[config.mk]
export PLATFORM = sky130hd
export DESIGN_NAME = uart_rx_fsm
export DESIGN_NICKNAME = d
export VERILOG_FILES = /design/src/rtl/uart_rx_fsm.sv
export SDC_FILE = /design/constraint.sdc
export NUM_CORES = 1
export LEC_CHECK = 0
export BUFFER_PORTS_ARGS = -buffer_cell sky130_fd_sc_hd__buf_4
export CORE_MARGIN = 2
export CORE_UTILIZATION = 40
export DETAILED_ROUTE_END_ITERATION = 6
export PLACE_DENSITY_LB_ADDON = 0.12
export SLEW_MARGIN = 20
export SYNTH_ARGS = -nofsm -noshare
export SYNTH_HDL_FRONTEND = slang
export SYNTH_SLANG_ARGS = --single-unit
[constraint.sdc]
create_clock -name CLK -period 2.1 [get_ports CLK]
set_input_delay 0.525 -clock CLK [delete_from_list [all_inputs] [get_ports CLK]]
set_output_delay 0.525 -clock CLK [all_outputs]
set_load 0.02 [all_outputs]
[src/rtl/uart_rx_fsm.sv]
// UART receive controller: oversampled start/data/parity/stop framing with registered strobes.
// Define UART_RX_MAJORITY_EN to take each bit as a 2-of-3 vote around mid-bit.
module uart_rx_fsm #(
    parameter int DATA_W = 8
) (
    input  logic              CLK,
    input  logic              RST,
    input  logic              RX_IN,
    input  logic [5:0]        Prescale,
    input  logic              PAR_EN,
    input  logic              Par_err,
    output logic              sampled_bit,
    output logic              new_bit,
    output logic              par_chk_en,
    output logic [DATA_W-1:0] P_DATA,
    output logic              data_valid,
    output logic              strt_glitch,
    output logic              stop_err,
    output logic              par_err_flg
);

    localparam int BW = (DATA_W > 1) ? $clog2(DATA_W) : 1;
    localparam logic [BW-1:0] LAST_BIT = BW'(DATA_W - 1);

    typedef enum logic [2:0] {IDLE, START, DATA, PARITY, STOP} state_t;

    state_t            state_reg, state_next;
    logic [5:0]        edge_cnt_reg, edge_cnt_next;
    logic [5:0]        prescale_reg, prescale_next;
    logic [BW-1:0]     bit_cnt_reg, bit_cnt_next;
    logic [DATA_W-1:0] shift_reg, shift_next;
    logic [DATA_W-1:0] data_reg, data_next;
    logic              mid_reg, mid_next;
`ifdef UART_RX_MAJORITY_EN
    logic              early_reg, early_next;
`endif
    logic              sampled_reg, sampled_next;
    logic              perr_reg, perr_next;
    logic              new_bit_reg, new_bit_next;
    logic              par_chk_reg, par_chk_next;
    logic              valid_reg, valid_next;
    logic              glitch_reg, glitch_next;
    logic              stop_err_reg, stop_err_next;
    logic              par_err_reg, par_err_next;
    logic              shift_load;
    logic [5:0]        half;
    logic              last;

    // Timing is always taken from the value latched at start-bit detection.
    assign half = {1'b0, prescale_reg[5:1]};
    assign last = (edge_cnt_reg == prescale_reg - 6'd1);

    always_comb begin
        state_next    = state_reg;
        edge_cnt_next = edge_cnt_reg;
        prescale_next = prescale_reg;
        bit_cnt_next  = bit_cnt_reg;
        data_next     = data_reg;
        mid_next      = mid_reg;
`ifdef UART_RX_MAJORITY_EN
        early_next    = early_reg;
`endif
        sampled_next  = sampled_reg;
        perr_next     = perr_reg;
        new_bit_next  = 1'b0;
        par_chk_next  = 1'b0;
        valid_next    = 1'b0;
        glitch_next   = 1'b0;
        stop_err_next = 1'b0;
        par_err_next  = 1'b0;
        shift_load    = 1'b0;

        if (state_reg != IDLE) begin
            edge_cnt_next = last ? 6'd0 : edge_cnt_reg + 6'd1;
`ifdef UART_RX_MAJORITY_EN
            if (edge_cnt_reg == half - 6'd1)
                early_next = RX_IN;
            if (edge_cnt_reg == half)
                mid_next = RX_IN;
            if (edge_cnt_reg == half + 6'd1)
                sampled_next = (early_reg & mid_reg) | (early_reg & RX_IN) | (mid_reg & RX_IN);
`else
            if (edge_cnt_reg == half)
                mid_next = RX_IN;
            if (edge_cnt_reg == half + 6'd1)
                sampled_next = mid_reg;
`endif
        end

        case (state_reg)
            IDLE: begin
                if (!RX_IN) begin
                    state_next    = START;
                    edge_cnt_next = 6'd0;
                    prescale_next = Prescale;
                    perr_next     = 1'b0;
                end
            end
            START: begin
                if (last) begin
                    if (sampled_reg) begin
                        glitch_next = 1'b1;
                        state_next  = IDLE;
                    end else begin
                        state_next   = DATA;
                        bit_cnt_next = '0;
                    end
                end
            end
            DATA: begin
                if (last) begin
                    new_bit_next = 1'b1;
                    shift_load   = 1'b1;
                    if (bit_cnt_reg == LAST_BIT) begin
                        bit_cnt_next = '0;
                        state_next   = PAR_EN ? PARITY : STOP;
                    end else begin
                        bit_cnt_next = bit_cnt_reg + BW'(1);
                    end
                end
            end
            PARITY: begin
                if (last) begin
                    par_chk_next = 1'b1;
                    state_next   = STOP;
                end
            end
            STOP: begin
                if (edge_cnt_reg == 6'd0)
                    perr_next = PAR_EN & Par_err;
                if (last) begin
                    stop_err_next = ~sampled_reg;
                    par_err_next  = perr_reg;
                    if (sampled_reg && !perr_reg) begin
                        data_next  = shift_reg;
                        valid_next = 1'b1;
                    end
                    state_next = IDLE;
                end
            end
            default: state_next = IDLE;
        endcase
    end

    for (genvar gi = 0; gi < DATA_W; gi++) begin : g_shift
        localparam logic [BW-1:0] IDX = BW'(gi);
        assign shift_next[gi] = (shift_load && bit_cnt_reg == IDX) ? sampled_reg : shift_reg[gi];
    end

    always_ff @(posedge CLK or negedge RST) begin
        if (!RST) begin
            state_reg    <= IDLE;
            edge_cnt_reg <= '0;
            prescale_reg <= '0;
            bit_cnt_reg  <= '0;
            shift_reg    <= '0;
            data_reg     <= '0;
            mid_reg      <= 1'b1;
`ifdef UART_RX_MAJORITY_EN
            early_reg    <= 1'b1;
`endif
            sampled_reg  <= 1'b1;
            perr_reg     <= 1'b0;
            new_bit_reg  <= 1'b0;
            par_chk_reg  <= 1'b0;
            valid_reg    <= 1'b0;
            glitch_reg   <= 1'b0;
            stop_err_reg <= 1'b0;
            par_err_reg  <= 1'b0;
        end else begin
            state_reg    <= state_next;
            edge_cnt_reg <= edge_cnt_next;
            prescale_reg <= prescale_next;
            bit_cnt_reg  <= bit_cnt_next;
            shift_reg    <= shift_next;
            data_reg     <= data_next;
            mid_reg      <= mid_next;
`ifdef UART_RX_MAJORITY_EN
            early_reg    <= early_next;
`endif
            sampled_reg  <= sampled_next;
            perr_reg     <= perr_next;
            new_bit_reg  <= new_bit_next;
            par_chk_reg  <= par_chk_next;
            valid_reg    <= valid_next;
            glitch_reg   <= glitch_next;
            stop_err_reg <= stop_err_next;
            par_err_reg  <= par_err_next;
        end
    end

    assign sampled_bit = sampled_reg;
    assign new_bit     = new_bit_reg;
    assign par_chk_en  = par_chk_reg;
    assign P_DATA      = data_reg;
    assign data_valid  = valid_reg;
    assign strt_glitch = glitch_reg;
    assign stop_err    = stop_err_reg;
    assign par_err_flg = par_err_reg;

endmodule
# Word level (Yosys, flattened, before mapping)
# Cells that the tools add are included.
totals:
  wordCells: 108
  output_inout_bits: 15
  input_bits: 11
  ff_bits: 43
classes:
  muxes: 34
  reduce_logical: 23
  bitwise_logic: 3
  addsub: 4
  n_eq_ne: 22
op_table:
  columns: ["cell", "count"]
  rows:
  - ["$mux 3", 11]
  - ["$mux 6", 4]
  - ["$ne 2x2->1 const B", 8]
  - ["$eq 3x3->1 const B", 5]
  - ["$mux 1", 15]
  - ["$pmux 3 s5", 1]
  - ["$eq 3x2->1 const B", 4]
  - ["$eq 6x6->1", 2]
  - ["$logic_and 1x1->1", 9]
  - ["$add 5x1->6 const B", 1]
  - ["$add 6x1->6 const B", 1]
  - ["$eq 3x1->1 const B", 2]
  - ["$eq 6x5->1", 1]
  - ["$logic_not 3->1", 2]
  - ["$logic_not 6->1", 1]
  - ["$pmux 3 s2", 1]
  - ["$reduce_and 2->1", 3]
  - ["$reduce_and 3->1", 2]
  - ["$reduce_and 6->1", 1]
  - ["$sub 6x1->6 const B", 1]
  - ["$reduce_and 4->1", 1]
  - ["$reduce_bool 2->1", 2]
  - ["$add 3x1->3 const B", 1]
  - ["$reduce_bool 3->1", 1]
  - ["other kinds (5)", 6]

# Longest topological paths before layout
depth:
  word_depth: 6
  depth_mapped: 10

# Worst setup path after synthesis
# Ideal clock, no wire load.
synth_path:
  path_type: "register to register"
  startpoint: "reg prescale_reg[2]"
  endpoint: "reg data_reg[0] (netlist: P_DATA[0])"
  synth_period_minus_slack_ps: 2352
  n_path_buf: 1
  path_slack_ps: -252
  stages_incl_launch_ff: 10
  arrival_time_ps: 2227
  cell_sequence: "dfrtp_1 buf_6 inv_2 ha_1 nor2b_1 nor3b_1 xnor2_1 and4_1 nor4b_4 mux2_2"
synth_via:
  elab_chain_cells: 3
synth_lines:
  columns: ["item", "line_no", "rtl"]
  rows:
  - ["start: declaration", "29", "logic [5:0] prescale_reg, prescale_next;"]
  - ["start signal: assignment", "173", "prescale_reg <= prescale_next;"]
  - ["$sub 6x1->6", "51", "assign last = (edge_cnt_reg == prescale_reg - 6'd1);"]
  - ["$eq 6x6->1", "51", null]
  - ["$reduce_and 3->1 (no source line)", null, null]
  - ["end signal: assignment", "176", "data_reg <= data_next;"]
  - ["end: declaration", "32", "logic [DATA_W-1:0] data_reg, data_next;"]
# Every way passes these cells.
# A chain may end at the register's enable or synchronous reset.

# Final worst setup path
layout_path:
  startpoint: "reg prescale_reg[1]"
  endpoint: "reg data_reg[0] (netlist: P_DATA[0])"
# The elaborated chain is that of the path after synthesis.

==> summary.md <==
| Metric | Value |
|---|---|
| Status | finished with violations |
| Failing checks | setup timing |
| Critical Path Max Stage Delay | 0.39 ns |
| Initial drt markers | 96 |
| GR Overflow Total | 0 |
| Skew final | 0.00232 ns |
| Crit Path Class | register to register |
| Worst-path maximum fanout | 4 |
| CTS H-tree depth | 2 |
| Footprint of the multi-input gates | 1200 um2 |
| Synth warnings | 0 |
| Hold Path Class | input pin to async pin |
| Routed Antenna Nets | 0 |
| Area contributors post-synth | dfrtp_1 45%, mux2_2 10%, ha_1 6.0% |
| Peak supply drop | 0.727 mV |
| DP Wirelength | 3.52 mm |
| Relative max-transition margin | 0.642 |
| Power density over cell area | 1170 nW/um2 |
| Max-slew violation count | 0 |
| Port Buffers | 25 |
| Max Root-Sink Buffers | 2 |
| Root buf cell | clkbuf_8 |
| Drt drc | 0 |
| Height of the chip | 79.9 um |
| Share of the synthesized area in the top cell type | 0.445 |
| Drt pass-1 iters | 4 |
| Synth unique cells | 41 |
| Placed Area | 2750 um2 |
| Placer's final routability congestion estimate | 0.767 |
| Most frequent cells in the layout | 53 x buf_4, 40 x dfrtp_1, 14 x nand2_1, 14 x mux2_2, 12 x o21ai_0 |
| Starting density of the core | 0.416 |
| Antenna cells | 0 |
| Setup WS post-layout | -0.118 ns |
| RSZ-0062 raised after global routing | true |
| Yosys top cell by area | dfrtp_1 |
| Pin count of the biggest net entering global routing | 44 |
| Placed insts | 324 |
| Worst setup EP type | register |
| Final worst path period share | 1.06 |
| Total clock sinks | 43 |
| Row cnt | 27 |
| Cts bufs inserted | 5 |
| # hold bufs at CTS | 0 |
| Vias in the first global route | 1675 |
| Final WL | 4.97 mm |
| GRT Total Usage | 0.166 |
| Share of layout cells above drive strength 1 | 0.375 |
| Leakage | 0.00138 uW |
| Top Usage Layer GRT | met1 |
| IO Count | 26 |
| Startpoint type of the worst setup path | register |
| Worst-Margin Slew | 0.535 ns |
| Critical path arrival | 2.40 ns |
| # setup viols final | 12 |
| Area grow syn2layout | 27.6% |
| Die W | 79.9 um |
| First-pass GRT wire length | 8.11 mm |
| Final #Nets | 285 |
| Reg clk slew, reported paths | 0.08 ns |
| Crit-path cells | inv_2 -> ha_4 -> nand3b_1 -> o211a_1 -> o31ai_2 -> and4_1 -> nor4b_4 -> buf_4 -> mux2_2 |
| Crit path buf inv count | 2 |
| Fin cells | 336 |
| Met3 Track Usage GR | 0.0362 |
| Wire per inst | 14.8 um |
| Hold slack final | 0.196 ns |
| Max Freq | 451 MHz |
| Min cycle time layout | 2.22 ns |
| Global-route track usage on met2 | 0.233 |
| Vias | 1731 |
| Most common cell after layout, fill and taps aside | buf_4 |
| CTS tree | built |
| Total die area | 6380 um2 |
| Worst-Skew Late Latency | 0.30 ns |
| Seq. cell area | 1080 um2 |
| Synth Area per Inst | 10.7 um2 |
| Fillers | 526 |
| Syn Inst Count | 216 |
| Core ar. | 5540 um2 |
| Initial antenna violation count | 0 |
| Yosys reg bits | 43 |
| GR Util met1 | 0.249 |
| CP max-delay cell | dfrtp_1 |
| Via/cell ratio | 5.15 |
| Register area share after synthesis | 0.468 |
| CP required | 2.29 ns |
| Hold Vio Cnt, Final | 0 |
| Design area | 2940 um2 |
| Max cap viols | 0 |
| CP top delay family | simple AND/OR/NAND/NOR gates |
| Util after Layout | 0.531 |
| Mapped Nets | 238 |
| Cell area after synthesis | 2300 um2 |
==> where the power goes <==
group / leakage, uW / switching, uW / total (uW) / internal (uW)
Combinational: 0.000747 / 767 / 1590 / 827
Sequential: 0.000569 / 191 / 1180 / 991
Clock: 0.0000612 / 287 / 672 / 385
==> cells by family (layout without fill, tap and decap cells) <==
family / Yosys count / after routing / synth area share
simple gates: 71 / 71 / 0.178
flops: 43 / 43 / 0.468
compound gates: 26 / 26 / 0.0760
buf+inv: 26 / 74 / 0.0472
mux: 22 / 22 / 0.107
xor+xnor: 17 / 17 / 0.0646
fa+ha+maj: 11 / 11 / 0.0597
==> synth_stat cells, drive strengths merged <==
cell type	instances
and3	3
nand3b	3
nor3b	2
and4	1
o31ai	2
o211ai	1
buf	4
mux2i	1
nand3	7
nor2b	4
nand2b	5
nor3	3
o22ai	3
xnor2	8
ha	11
or2	2
o2bb2ai	1
nor4	4
or4	1
dfrtp	41
xor2	9
o21ai	12
clkbuf	10
mux2	21
o311a	1
a22o	3
o2111ai	1
nand4	8
a32o	1
or3	2
nor2	7
dfstp	2
nand2	14
inv	12
and2	3
o211a	1
nor4b	2
==> worst paths after layout <==
path	startpoint	end	slack, ns	cells after the start
hold reg to reg	shift_reg[0]	shift_reg[0]	0.51	1
hold / removal	RST	edge_cnt_reg[0]	0.20	1
setup / recovery	prescale_reg[1]	P_DATA[0]	-0.12	9
max in group asynchronous	RST	prescale_reg[2]	1.49	1
setup reg to reg	prescale_reg[1]	P_DATA[0]	-0.12	9
min in group CLK	Prescale[2]	prescale_reg[2]	0.43	3
==> routing by layer <==
metal | routed length [um] | share of wire
met1 | 2560 | 0.52
met2 | 2150 | 0.43
met3 | 196 | 0.039
met4 | 68 | 0.014
met5 | 0 | 0
==> what timing repair did <==
item                                    in CTS  in global routing
cloned                                       0                  1
gates resized for setup                      1                 13
endpoints found under the setup margin      14                 31
pin swaps                                    0                  2
buffers inserted                             1                  2
==> area by class of cell <==
| class | instances | share of cell area |
|---|---|---|
| Clock buffer | 6 | 0.0281 |
| Multi-Input combinational cell | 147 | 0.407 |
| Timing Repair Buffer | 54 | 0.139 |
| Clock inverter | 2 | 0.0119 |
| Inverter | 12 | 0.0162 |
| Sequential cell | 43 | 0.367 |
| Tap cell | 72 | 0.0306 |
==> stage by stage <==
step | total power [uW] | setup slack, ns | setup TNS, ns
floorplan | 2180 | -0.156 | -1.20
global placement | 2690 | -0.0269 | -0.184
detailed placement | 2710 | -0.0955 | -0.855
CTS | 3400 | -0.0687 | -0.582
global route | 3710 | -0.251 | -4.03
finish | 3450 | -0.118 | -0.663
Power figures use the tool's default switching activity.
